**config.mk**
```make
export PLATFORM = sky130hd
export DESIGN_NAME = dec_to_ieee_flat
export DESIGN_NICKNAME = d
export VERILOG_FILES = /design/src/rtl/dec_to_ieee_if.sv /design/src/rtl/dec_to_ieee.sv /design/src/flat_wrapper.sv
export SDC_FILE = /design/constraint.sdc
export NUM_CORES = 1
export LEC_CHECK = 0
export ABC_AREA = 1
export ABC_CLOCK_PERIOD_IN_PS = 4300
export BUFFER_PORTS_ARGS = -buffer_cell sky130_fd_sc_hd__buf_2
export CELL_PAD_IN_SITES_DETAIL_PLACEMENT = 0
export CELL_PAD_IN_SITES_GLOBAL_PLACEMENT = 1
export CORE_ASPECT_RATIO = 0.7
export CORE_MARGIN = 1
export CORE_UTILIZATION = 39
export CTS_CLUSTER_SIZE = 10
export DETAILED_ROUTE_END_ITERATION = 16
export PLACE_DENSITY_LB_ADDON = 0.1
export SLEW_MARGIN = 20
export SYNTH_ARGS = -nofsm -noshare
export SYNTH_HDL_FRONTEND = slang
export SYNTH_SLANG_ARGS = --single-unit
```
**constraint.sdc**
```tcl
create_clock -name clk -period 4.3 [get_ports clk]
set_clock_uncertainty 0.05 [all_clocks]
set_input_delay 0.645 -clock clk [delete_from_list [all_inputs] [get_ports clk]]
set_output_delay 0.645 -clock clk [all_outputs]
set_load 0.02 [all_outputs]
```
**src/rtl/dec_to_ieee_if.sv**
```systemverilog
// rtl/dec_to_ieee_if.sv - handshake bundle between a producer/consumer and dec_to_ieee
//
// Signals:
//   in_dec       producer -> block   signed value scaled by 10
//   in_valid     producer -> block   in_dec valid this cycle
//   in_ready     block -> producer   block accepts in_dec this cycle
//   out_ieee     block -> consumer   single-precision encoding of in_dec/10
//   out_inexact  block -> consumer   result was rounded
//   out_valid    block -> consumer   out_ieee/out_inexact valid
//   out_ready    consumer -> block   consumer takes the result this cycle
// Modports: master (testbench / surrounding logic), slave (dec_to_ieee).

interface dec_to_ieee_if;
    logic [31:0] in_dec;
    logic        in_valid;
    logic        in_ready;
    logic [31:0] out_ieee;
    logic        out_inexact;
    logic        out_valid;
    logic        out_ready;

    modport master (
        output in_dec, in_valid, out_ready,
        input  in_ready, out_ieee, out_inexact, out_valid
    );

    modport slave (
        input  in_dec, in_valid, out_ready,
        output in_ready, out_ieee, out_inexact, out_valid
    );
endinterface

```
**src/rtl/dec_to_ieee.sv**
```systemverilog
// rtl/dec_to_ieee.sv - converts a tenths-scaled signed integer to IEEE-754 single precision
//
// Ports:
//   clk   rising-edge clock
//   rst   synchronous active-low reset
//   bus   dec_to_ieee_if.slave: in_dec/in_valid/in_ready input handshake,
//         out_ieee/out_inexact/out_valid/out_ready output handshake
//
// Operation: IDLE accepts a value, DIV performs 60 restoring-division steps by 10
// (32 magnitude bits followed by 28 fraction bits), NORM finds the leading one,
// ROUND applies round-to-nearest-even, DONE holds the result until taken.

module dec_to_ieee (
    input  logic         clk,
    input  logic         rst,
    dec_to_ieee_if.slave bus
);

    typedef enum logic [2:0] {IDLE, DIV, NORM, ROUND, DONE} state_t;

    state_t      state;
    state_t      state_nxt;

    logic        sign;
    logic [31:0] mag_sr;
    logic [3:0]  rem;
    logic [59:0] quo;
    logic [5:0]  cnt;

    logic [23:0] sig;
    logic        guard;
    logic        sticky;
    logic        zero;
    logic [7:0]  exp_b;

    logic [31:0] ieee_q;
    logic        inexact_q;

    // Division step: bring down the next dividend bit. Once the 32 magnitude
    // bits have been shifted out, mag_sr supplies zeros for the fraction bits.
    logic [4:0]  rem_sh;
    logic        rem_ge;
    logic [3:0]  rem_diff;
    logic [3:0]  rem_nxt;

    always_comb begin
        rem_sh   = {rem, mag_sr[31]};
        rem_ge   = (rem_sh >= 5'd10);
        // The difference is below 10 whenever it is used, so 4 bits suffice.
        rem_diff = rem_sh[3:0] - 4'd10;
        rem_nxt  = rem_ge ? rem_diff : rem_sh[3:0];
    end

    // Normalisation: shift the leading one up to bit 59 so that the
    // significand, guard and sticky fields sit at fixed positions. Bits
    // shifted in from below index 0 are zero.
    logic [5:0]  lead_pos;
    logic [59:0] quo_norm;
    logic [23:0] norm_sig;
    logic        norm_guard;
    logic        norm_sticky;
    logic [7:0]  norm_exp;

    always_comb begin
        lead_pos = 6'd0;
        for (int i = 0; i < 60; i++) begin
            if (quo[i]) begin
                lead_pos = 6'(i);
            end
        end
        quo_norm    = quo << (6'd59 - lead_pos);
        norm_sig    = quo_norm[59:36];
        norm_guard  = quo_norm[35];
        norm_sticky = (|quo_norm[34:0]) | (rem != 4'd0);
        // Unbiased exponent is lead_pos-28; add the bias of 127.
        norm_exp    = {2'b00, lead_pos} + 8'd99;
    end

    // Rounding: nearest-even; a carry out of the significand renormalises.
    logic        rnd_up;
    logic [24:0] rnd_sum;
    logic [22:0] rnd_frac;
    logic [7:0]  rnd_exp;

    always_comb begin
        rnd_up   = guard & (sticky | sig[0]);
        rnd_sum  = {1'b0, sig} + {24'd0, rnd_up};
        rnd_frac = rnd_sum[24] ? rnd_sum[23:1] : rnd_sum[22:0];
        rnd_exp  = exp_b + {7'd0, rnd_sum[24]};
    end

    always_ff @(posedge clk) begin
        if (!rst) begin
            state <= IDLE;
        end else begin
            state <= state_nxt;
        end
    end

    always_comb begin
        state_nxt = state;
        case (state)
            IDLE:    if (bus.in_valid)  state_nxt = DIV;
            DIV:     if (cnt == 6'd59)  state_nxt = NORM;
            NORM:                       state_nxt = ROUND;
            ROUND:                      state_nxt = DONE;
            DONE:    if (bus.out_ready) state_nxt = IDLE;
            default:                    state_nxt = IDLE;
        endcase
    end

    always_ff @(posedge clk) begin
        if (!rst) begin
            sign      <= 1'b0;
            mag_sr    <= 32'd0;
            rem       <= 4'd0;
            quo       <= 60'd0;
            cnt       <= 6'd0;
            sig       <= 24'd0;
            guard     <= 1'b0;
            sticky    <= 1'b0;
            zero      <= 1'b0;
            exp_b     <= 8'd0;
            ieee_q    <= 32'd0;
            inexact_q <= 1'b0;
        end else begin
            case (state)
                IDLE: begin
                    if (bus.in_valid) begin
                        sign   <= bus.in_dec[31];
                        // -2^31 negates to itself, which is the correct
                        // unsigned magnitude 0x80000000.
                        mag_sr <= bus.in_dec[31] ? -bus.in_dec : bus.in_dec;
                        rem    <= 4'd0;
                        quo    <= 60'd0;
                        cnt    <= 6'd0;
                    end
                end
                DIV: begin
                    mag_sr <= {mag_sr[30:0], 1'b0};
                    rem    <= rem_nxt;
                    quo    <= {quo[58:0], rem_ge};
                    cnt    <= cnt + 6'd1;
                end
                NORM: begin
                    sig    <= norm_sig;
                    guard  <= norm_guard;
                    sticky <= norm_sticky;
                    exp_b  <= norm_exp;
                    zero   <= (quo == 60'd0);
                end
                ROUND: begin
                    if (zero) begin
                        ieee_q    <= 32'd0;
                        inexact_q <= 1'b0;
                    end else begin
                        ieee_q    <= {sign, rnd_exp, rnd_frac};
                        inexact_q <= guard | sticky;
                    end
                end
                default: ;
            endcase
        end
    end

    assign bus.in_ready    = (state == IDLE);
    assign bus.out_valid   = (state == DONE);
    assign bus.out_ieee    = ieee_q;
    assign bus.out_inexact = inexact_q;

endmodule

```
**src/flat_wrapper.sv**
```systemverilog
// flat-port wrapper written by rule: the top's interface ports become plain ports
module dec_to_ieee_flat 
  (clk, rst, bus_in_dec, bus_in_valid, bus_out_ready, bus_in_ready, bus_out_ieee, bus_out_inexact, bus_out_valid);
  dec_to_ieee_if bus_i ();
  input  logic clk;
  input  logic rst;
  input wire logic [$bits(bus_i.in_dec)-1:0] bus_in_dec;
  input wire logic [$bits(bus_i.in_valid)-1:0] bus_in_valid;
  input wire logic [$bits(bus_i.out_ready)-1:0] bus_out_ready;
  output wire logic [$bits(bus_i.in_ready)-1:0] bus_in_ready;
  output wire logic [$bits(bus_i.out_ieee)-1:0] bus_out_ieee;
  output wire logic [$bits(bus_i.out_inexact)-1:0] bus_out_inexact;
  output wire logic [$bits(bus_i.out_valid)-1:0] bus_out_valid;
  assign bus_i.in_dec = bus_in_dec;
  assign bus_i.in_valid = bus_in_valid;
  assign bus_i.out_ready = bus_out_ready;
  assign bus_in_ready = bus_i.in_ready;
  assign bus_out_ieee = bus_i.out_ieee;
  assign bus_out_inexact = bus_i.out_inexact;
  assign bus_out_valid = bus_i.out_valid;
  dec_to_ieee u_core (.clk(clk), .rst(rst), .bus(bus_i));
endmodule
```
# Yosys cells after proc, flatten, opt, wreduce, memory -nomap -nowiden
# Index checks and enable logic that the tools add are counted.
[totals]
regBits = 174
inputBits = 36
out_inout_bits = 35
elab_cells = 118
[classes]
addsub = 7
order_cmp = 1
n_eq_ne = 8
n_shift = 1
muxes = 76
n_bitwise = 4
n_reduce_logical = 8
[ops]
columns = ["operator", "count"]
rows = [
  ["$mux W6", 29],
  ["$pmux W60 S2", 1],
  ["$mux W32", 3],
  ["$mux W5", 16],
  ["$pmux W32 S2", 1],
  ["$logic_not A60 Y1", 1],
  ["$mux W60", 1],
  ["$shl A60 B6 Y60", 1],
  ["$mux W4", 10],
  ["$reduce_or A35 Y1", 1],
  ["$neg A32 Y32", 1],
  ["$add A24 B1 Y25", 1],
  ["$mux W23", 1],
  ["$mux W3", 7],
  ["$pmux W3 S5", 1],
  ["$pmux W6 S2", 1],
  ["$add A6 B7 Y8 const B", 1],
  ["$add A8 B1 Y8", 1],
  ["$pmux W4 S2", 1],
  ["$add A6 B1 Y6 const B", 1],
  ["$eq A3 B2 Y1 const B", 2],
  ["$eq A6 B6 Y1 const B", 1],
  ["$sub A6 B6 Y6 const A", 1],
  ["$ge A5 B4 Y1 const B", 1],
  ["14 further kinds", 20],
]

# Depth between registers and ports, before layout
[logic_depth]
ltp_word = 63
ltp_mapped = 75
ltp_nobuf = 74

# Least setup slack after synthesis
# OpenSTA, ideal clock, no wires.
[synth_timing]
path_kind = "flip-flop to flip-flop"
from = "register u_core.quo[2]"
to = "register u_core.sticky"
setup_time_ps = 119
t_arrival_ps = 4015
t_required_ps = 4131
slack_ps = 115
path_stages_with_launch = 75
n_path_buf = 1
synth_period_minus_slack_ps = 4185
cell_sequence = "dfxtp_1 inv_2 nand2_1 nand2_1 nand2_1 nand2_1 nand2_1 nand2_1 nand2_1 nand2_1 nand2_1 nand2_1 nand2_1 nand2_1 nand2_1 nand2_1 nand2_1 nand2_1 (+39 left out) nand2_4 nand2_4 buf_4 nand2_1 nand2_1 nand2_1 nand3_1 nand3_1 nand2_1 nand2_1 nand2_1 nand2_1 nor2_1 nand2_1 nor2_1 nand2_1 nand2_1 a21oi_1"
[synth_between]
elab_chain_len = 62
[synth_lines]
columns = ["element", "line_no", "text"]
rows = [
  ["start: declaration", "dec_to_ieee.sv:27", "logic [59:0] quo;"],
  ["start signal: assignment", "dec_to_ieee.sv:142", "quo <= {quo[58:0], rem_ge};"],
  ["$mux W2 (2 in series)", "dec_to_ieee.sv:67", "if (quo[i]) begin"],
  ["$mux W3 (4 in series)", "dec_to_ieee.sv:67", ""],
  ["$mux W4 (8 in series)", "dec_to_ieee.sv:67", ""],
  ["$mux W5 (16 in series)", "dec_to_ieee.sv:67", ""],
  ["$mux W6 (28 in series)", "dec_to_ieee.sv:67", ""],
  ["$sub A6 B6 Y6", "dec_to_ieee.sv:71", "quo_norm = quo << (6'd59 - lead_pos);"],
  ["$shl A60 B6 Y60 *", "dec_to_ieee.sv:71", ""],
  ["$reduce_or A35 Y1 *", "dec_to_ieee.sv:74", "norm_sticky = (|quo_norm[34:0]) | (rem != 4'd0);"],
  ["$or A1 B1 Y1 *", "dec_to_ieee.sv:74", ""],
  ["end signal: assignment", "dec_to_ieee.sv:148", "sticky <= norm_sticky;"],
  ["end: declaration", "dec_to_ieee.sv:32", "logic sticky;"],
]
# Every way passes the cells marked *; elsewhere a longest branch is shown, timed or not.
# A chain may end at the register's enable or synchronous reset.

# Final worst setup path
[layout_timing]
from = "register u_core.quo[2]"
to = "register u_core.sig[12]"
[layout_between]
elab_chain_len = 60
[layout_lines]
columns = ["element", "line_no", "text"]
rows = [
  ["$mux W2 (2 in series)", "dec_to_ieee.sv:67", ""],
  ["$mux W3 (4 in series)", "dec_to_ieee.sv:67", ""],
  ["$mux W4 (8 in series)", "dec_to_ieee.sv:67", ""],
  ["$mux W5 (16 in series)", "dec_to_ieee.sv:67", ""],
  ["$mux W6 (28 in series)", "dec_to_ieee.sv:67", ""],
  ["$sub A6 B6 Y6", "dec_to_ieee.sv:71", ""],
  ["$shl A60 B6 Y60 *", "dec_to_ieee.sv:71", ""],
  ["end signal: assignment", "dec_to_ieee.sv:146", "sig <= norm_sig;"],
  ["end: declaration", "dec_to_ieee.sv:30", "logic [23:0] sig;"],
]
# Marked as above.

==> results.cfg <==
[run]
maxCapViolCount = 0

[synth]
ys.flop_type = sky130_fd_sc_hd__dfxtp_1
share_of_yosys_cell_area_claimed_by_the_top_area_cell_type_pct = 28.6
gate_count_after_technology_mapping = 2083
netlist.top_cell.by_area = sky130_fd_sc_hd__dfxtp_1
postSynth.asyncResetShare_pct = 0
synth_cell_type_count = 50
syn-num-nets = 2129
yosys_warnings = 0
ys_ff_latch = 174
synth_sequential_area_ratio_pct = 28.6
synth_enable_flop_cells = 0
syn_area_mm2 = 0.0122
synth.top_cells.by_area = sky130_fd_sc_hd__dfxtp_1, sky130_fd_sc_hd__nand2_1, sky130_fd_sc_hd__nand3_1
avgSynthCellArea_um2 = 5.84

[die]
effective_utilization_at_floorplan_pct = 40.1
row_count = 53
chipHeight_um = 150
die_area_mm2 = 0.0319
num_io_pins = 71
die_w_um = 213
core_area_mm2 = 0.0304

[clock_network]
cts.clk_slew.worst_paths_ns = 0.08
cts_made_buffers = 17
cell_at_the_root_of_the_clock_tree = sky130_fd_sc_hd__clkbuf_16
postCtsHoldBufs = 0
clock_tree.htree_level_count = 4
cts_buffer_depth = 2
tritoncts_sinks = 174
clkLatencyLatePin_ns = 0.47
cts_tree = done

[drt]
drt_drc_violations_left = 0
routed-via-count = 14129
drt_first_pass_iters = 5
route.detailed.vias_per_inst = 5.35
detail-route-antenna-nets = 0
drt-total-wl_mm = 42.7
route.detailed.wl_per_inst_um = 16.2
detailedRoute.firstIterationViolations = 1095

[final_layout]
layout.nets = 2261
fraction_of_layout_cells_with_a_size_suffix_above_1_pct = 22.7
stdcell_area_mm2 = 0.0156
antenna_cells_inserted = 0
areaGrowthSynthToFinish_pct = 28.0

[run_status]
outcome = complete, but fails checks
failing_checks = negative setup slack

[min_path]
hold_path_depth = 2
hold_end = u_core.bus.out_ieee[20]$_SDFFE_PN0P_
min_from = u_core.bus.out_ieee[20]$_SDFFE_PN0P_
worstHoldPathType = reg -> reg

[setup_path]
setup.worst_path.start_class = flop
worstReg2RegEnd = u_core.sig[12]$_SDFFE_PN0N_
slowest_stage_delay_cp_ns = 0.33
reg2reg_depth = 71
worstPathArrival_ns = 5.48
reg2reg_from = u_core.quo[2]$_SDFFE_PN0P_
worstPathRequired_ns = 4.66
reg2reg_setup_slack_ns = -0.82
kind_of_end_point_of_the_critical_path = flop
maximum_fanout_along_the_worst_path = 12
crit_path_frequent_cell = sky130_fd_sc_hd__nand2_1
cpMaxStageDelayCell = sky130_fd_sc_hd__dfxtp_2
critical_path_class = reg -> reg

[sta]
final.min_clock_period_ns = 5.12
clock.fmax_mhz = 195
rsz_0062_raised_after_global_routing = true
timing.max_slew.rel_slack_pct = 19.7
worst_pin_slew_ns = 1.20
final.setup.worst_slack_ns = -0.822
post-route-period-util_pct = 119
finalSetupViolations = 32
slew_violations = 0
finalHoldViolations = 0
timing.setup.tns_ns = -19.04

[placed_design]
globalplace.congestion = 0.923
dpl.hpwl_mm = 30.4
port_buffers = 70
placedInstanceArea_mm2 = 0.0138

[global_routing]
antenna_found_initial = 0
grt_start_max_net_pins = 84
grt-ovfl-total = 0
first_global_vias = 12711
grt_pass1_wl_mm = 68.0
global_route_usage_over_all_layers_pct = 27.0

[power_and_ir_drop]
power.leakage_nw = 6.68
powerDensity_mw_per_mm2 = 264
ir_drop_mv = 0.281
[stage by stage]
stage                     utilization [%]  hold WS (ns)  cells  total power [W]  setup WS, ns
after detailed placement             45.3         0.402   2585          0.00266        -0.761
after floorplan                         -         0.388   2083          0.00238         0.115
final                                51.3         0.413   2639          0.00411        -0.822
after global placement               45.3         0.400   2585          0.00265        -0.857
after global routing                 51.3         0.431   2639          0.00431         -1.47
after CTS                            48.3         0.414   2623          0.00415        -0.713
[state kept, by name, summed over array words and instances (netlist names)]
register	cells
u_core.guard	1
u_core.rem	4
u_core.sign	1
u_core.quo	60
u_core.bus.out_inexact	1
u_core.bus.out_ieee	32
u_core.sig	24
u_core.mag_sr	32
u_core.exp_b	8
u_core.zero	1
u_core.state	3
u_core.cnt	6
u_core.sticky	1
[cell families after synthesis]
| group | Yosys count | synth area share [%] |
|---|---|---|
| AO/OA/AOI/OAI | 381 | 17.5 |
| XOR/XNOR | 19 | 1.37 |
| adder cells (fa/ha/maj) | 10 | 1.03 |
| buffers and inverters | 276 | 9.03 |
| flip-flops | 174 | 28.6 |
| multiplexers | 9 | 0.741 |
| AND/OR/NAND/NOR | 1214 | 41.7 |
[worst max-delay path by stage]
stage	from	endpoint	slack, ns
after CTS	u_core.quo[2]$_SDFFE_PN0P_	u_core.sticky$_SDFFE_PN0N_	-0.71
after global placement	u_core.quo[2]$_SDFFE_PN0P_	u_core.sticky$_SDFFE_PN0N_	-0.86
after detailed placement	u_core.quo[2]$_SDFFE_PN0P_	u_core.sticky$_SDFFE_PN0N_	-0.76
after global routing	u_core.quo[2]$_SDFFE_PN0P_	u_core.sticky$_SDFFE_PN0N_	-1.47
after floorplan	u_core.quo[2]$_SDFFE_PN0P_	u_core.sticky$_SDFFE_PN0N_	0.12
final	u_core.quo[2]$_SDFFE_PN0P_	u_core.sig[12]$_SDFFE_PN0N_	-0.82
[synthesized netlist by cell type (9+ instances only)]
cell and n:
sky130_fd_sc_hd__nand2_1 739, sky130_fd_sc_hd__nand3_1 265, sky130_fd_sc_hd__dfxtp_1 174, sky130_fd_sc_hd__a21oi_1 156
sky130_fd_sc_hd__inv_1 142, sky130_fd_sc_hd__nor2_1 131, sky130_fd_sc_hd__clkbuf_1 93, sky130_fd_sc_hd__o21ai_0 80
sky130_fd_sc_hd__a31oi_1 45, sky130_fd_sc_hd__o21ai_1 44, sky130_fd_sc_hd__nor3_1 25, sky130_fd_sc_hd__nand4_1 20
sky130_fd_sc_hd__buf_1 18, sky130_fd_sc_hd__o211ai_1 18, sky130_fd_sc_hd__xor2_1 11, sky130_fd_sc_hd__ha_1 10
sky130_fd_sc_hd__mux2i_1 9, sky130_fd_sc_hd__nor4_1 9, sky130_fd_sc_hd__or2_2 9
[layer usage]
layer | vias to the layer above | track usage (%) | wire length [um]
met4 | 0 | 7.23 | 611
met5 | - | 0 | 0
met2 | 308 | 38.7 | 17900
met1 | 6625 | 41.6 | 22000
met3 | 34 | 3.17 | 2260
li1 | 7162 | - | -
[area by class of cell]
cell class / count / area, um2
flip-flops and latches: 174 / 3490
inverters: 150 / 566
repair buffers: 239 / 1920
fillers: 3244 / 14800
clock buffers: 17 / 425
well taps: 412 / 515
clock inverters: 14 / 110
multi-input cells: 1633 / 8550
[layout by cell type, fill, tap and decap left out, types with 35 or more instances in the layout]
master / n
sky130_fd_sc_hd__nand2_1: 679
sky130_fd_sc_hd__nand3_1: 190
sky130_fd_sc_hd__dfxtp_1: 172
sky130_fd_sc_hd__a21oi_1: 147
sky130_fd_sc_hd__buf_4: 142
sky130_fd_sc_hd__inv_1: 141
sky130_fd_sc_hd__nor2_1: 121
sky130_fd_sc_hd__nand3_2: 73
sky130_fd_sc_hd__buf_2: 70
sky130_fd_sc_hd__o21ai_0: 63
sky130_fd_sc_hd__nand2_2: 57
sky130_fd_sc_hd__a31oi_1: 44
sky130_fd_sc_hd__o21ai_2: 35
[worst max-delay path: cells and delay by family (launching register included)]
| family | cells | cell delay, ns |
|---|---|---|
| muxes | 1 | 0.20 |
| AOI/OAI and AO/OA | 5 | 0.67 |
| buffers and inverters | 4 | 0.43 |
| and+or+nand+nor | 61 | 3.40 |
| DFF | 1 | 0.33 |
[timing repair]
action | CTS | global route
endpoints found under the setup margin | 29 | 42
cloned | 2 | 4
resized for setup | 72 | 191
setup buffers | 5 | 15
pin swaps | 16 | 48
[where the power goes]
group          leakage, nW  switching, W  total (W)  internal, W
logic                 5.01      0.000569   0.000806     0.000237
registers             1.41     0.0000940    0.00182      0.00173
clock network        0.258      0.000739    0.00148     0.000744
total                 6.68       0.00140    0.00411      0.00271
Power figures use the tool's default switching activity.
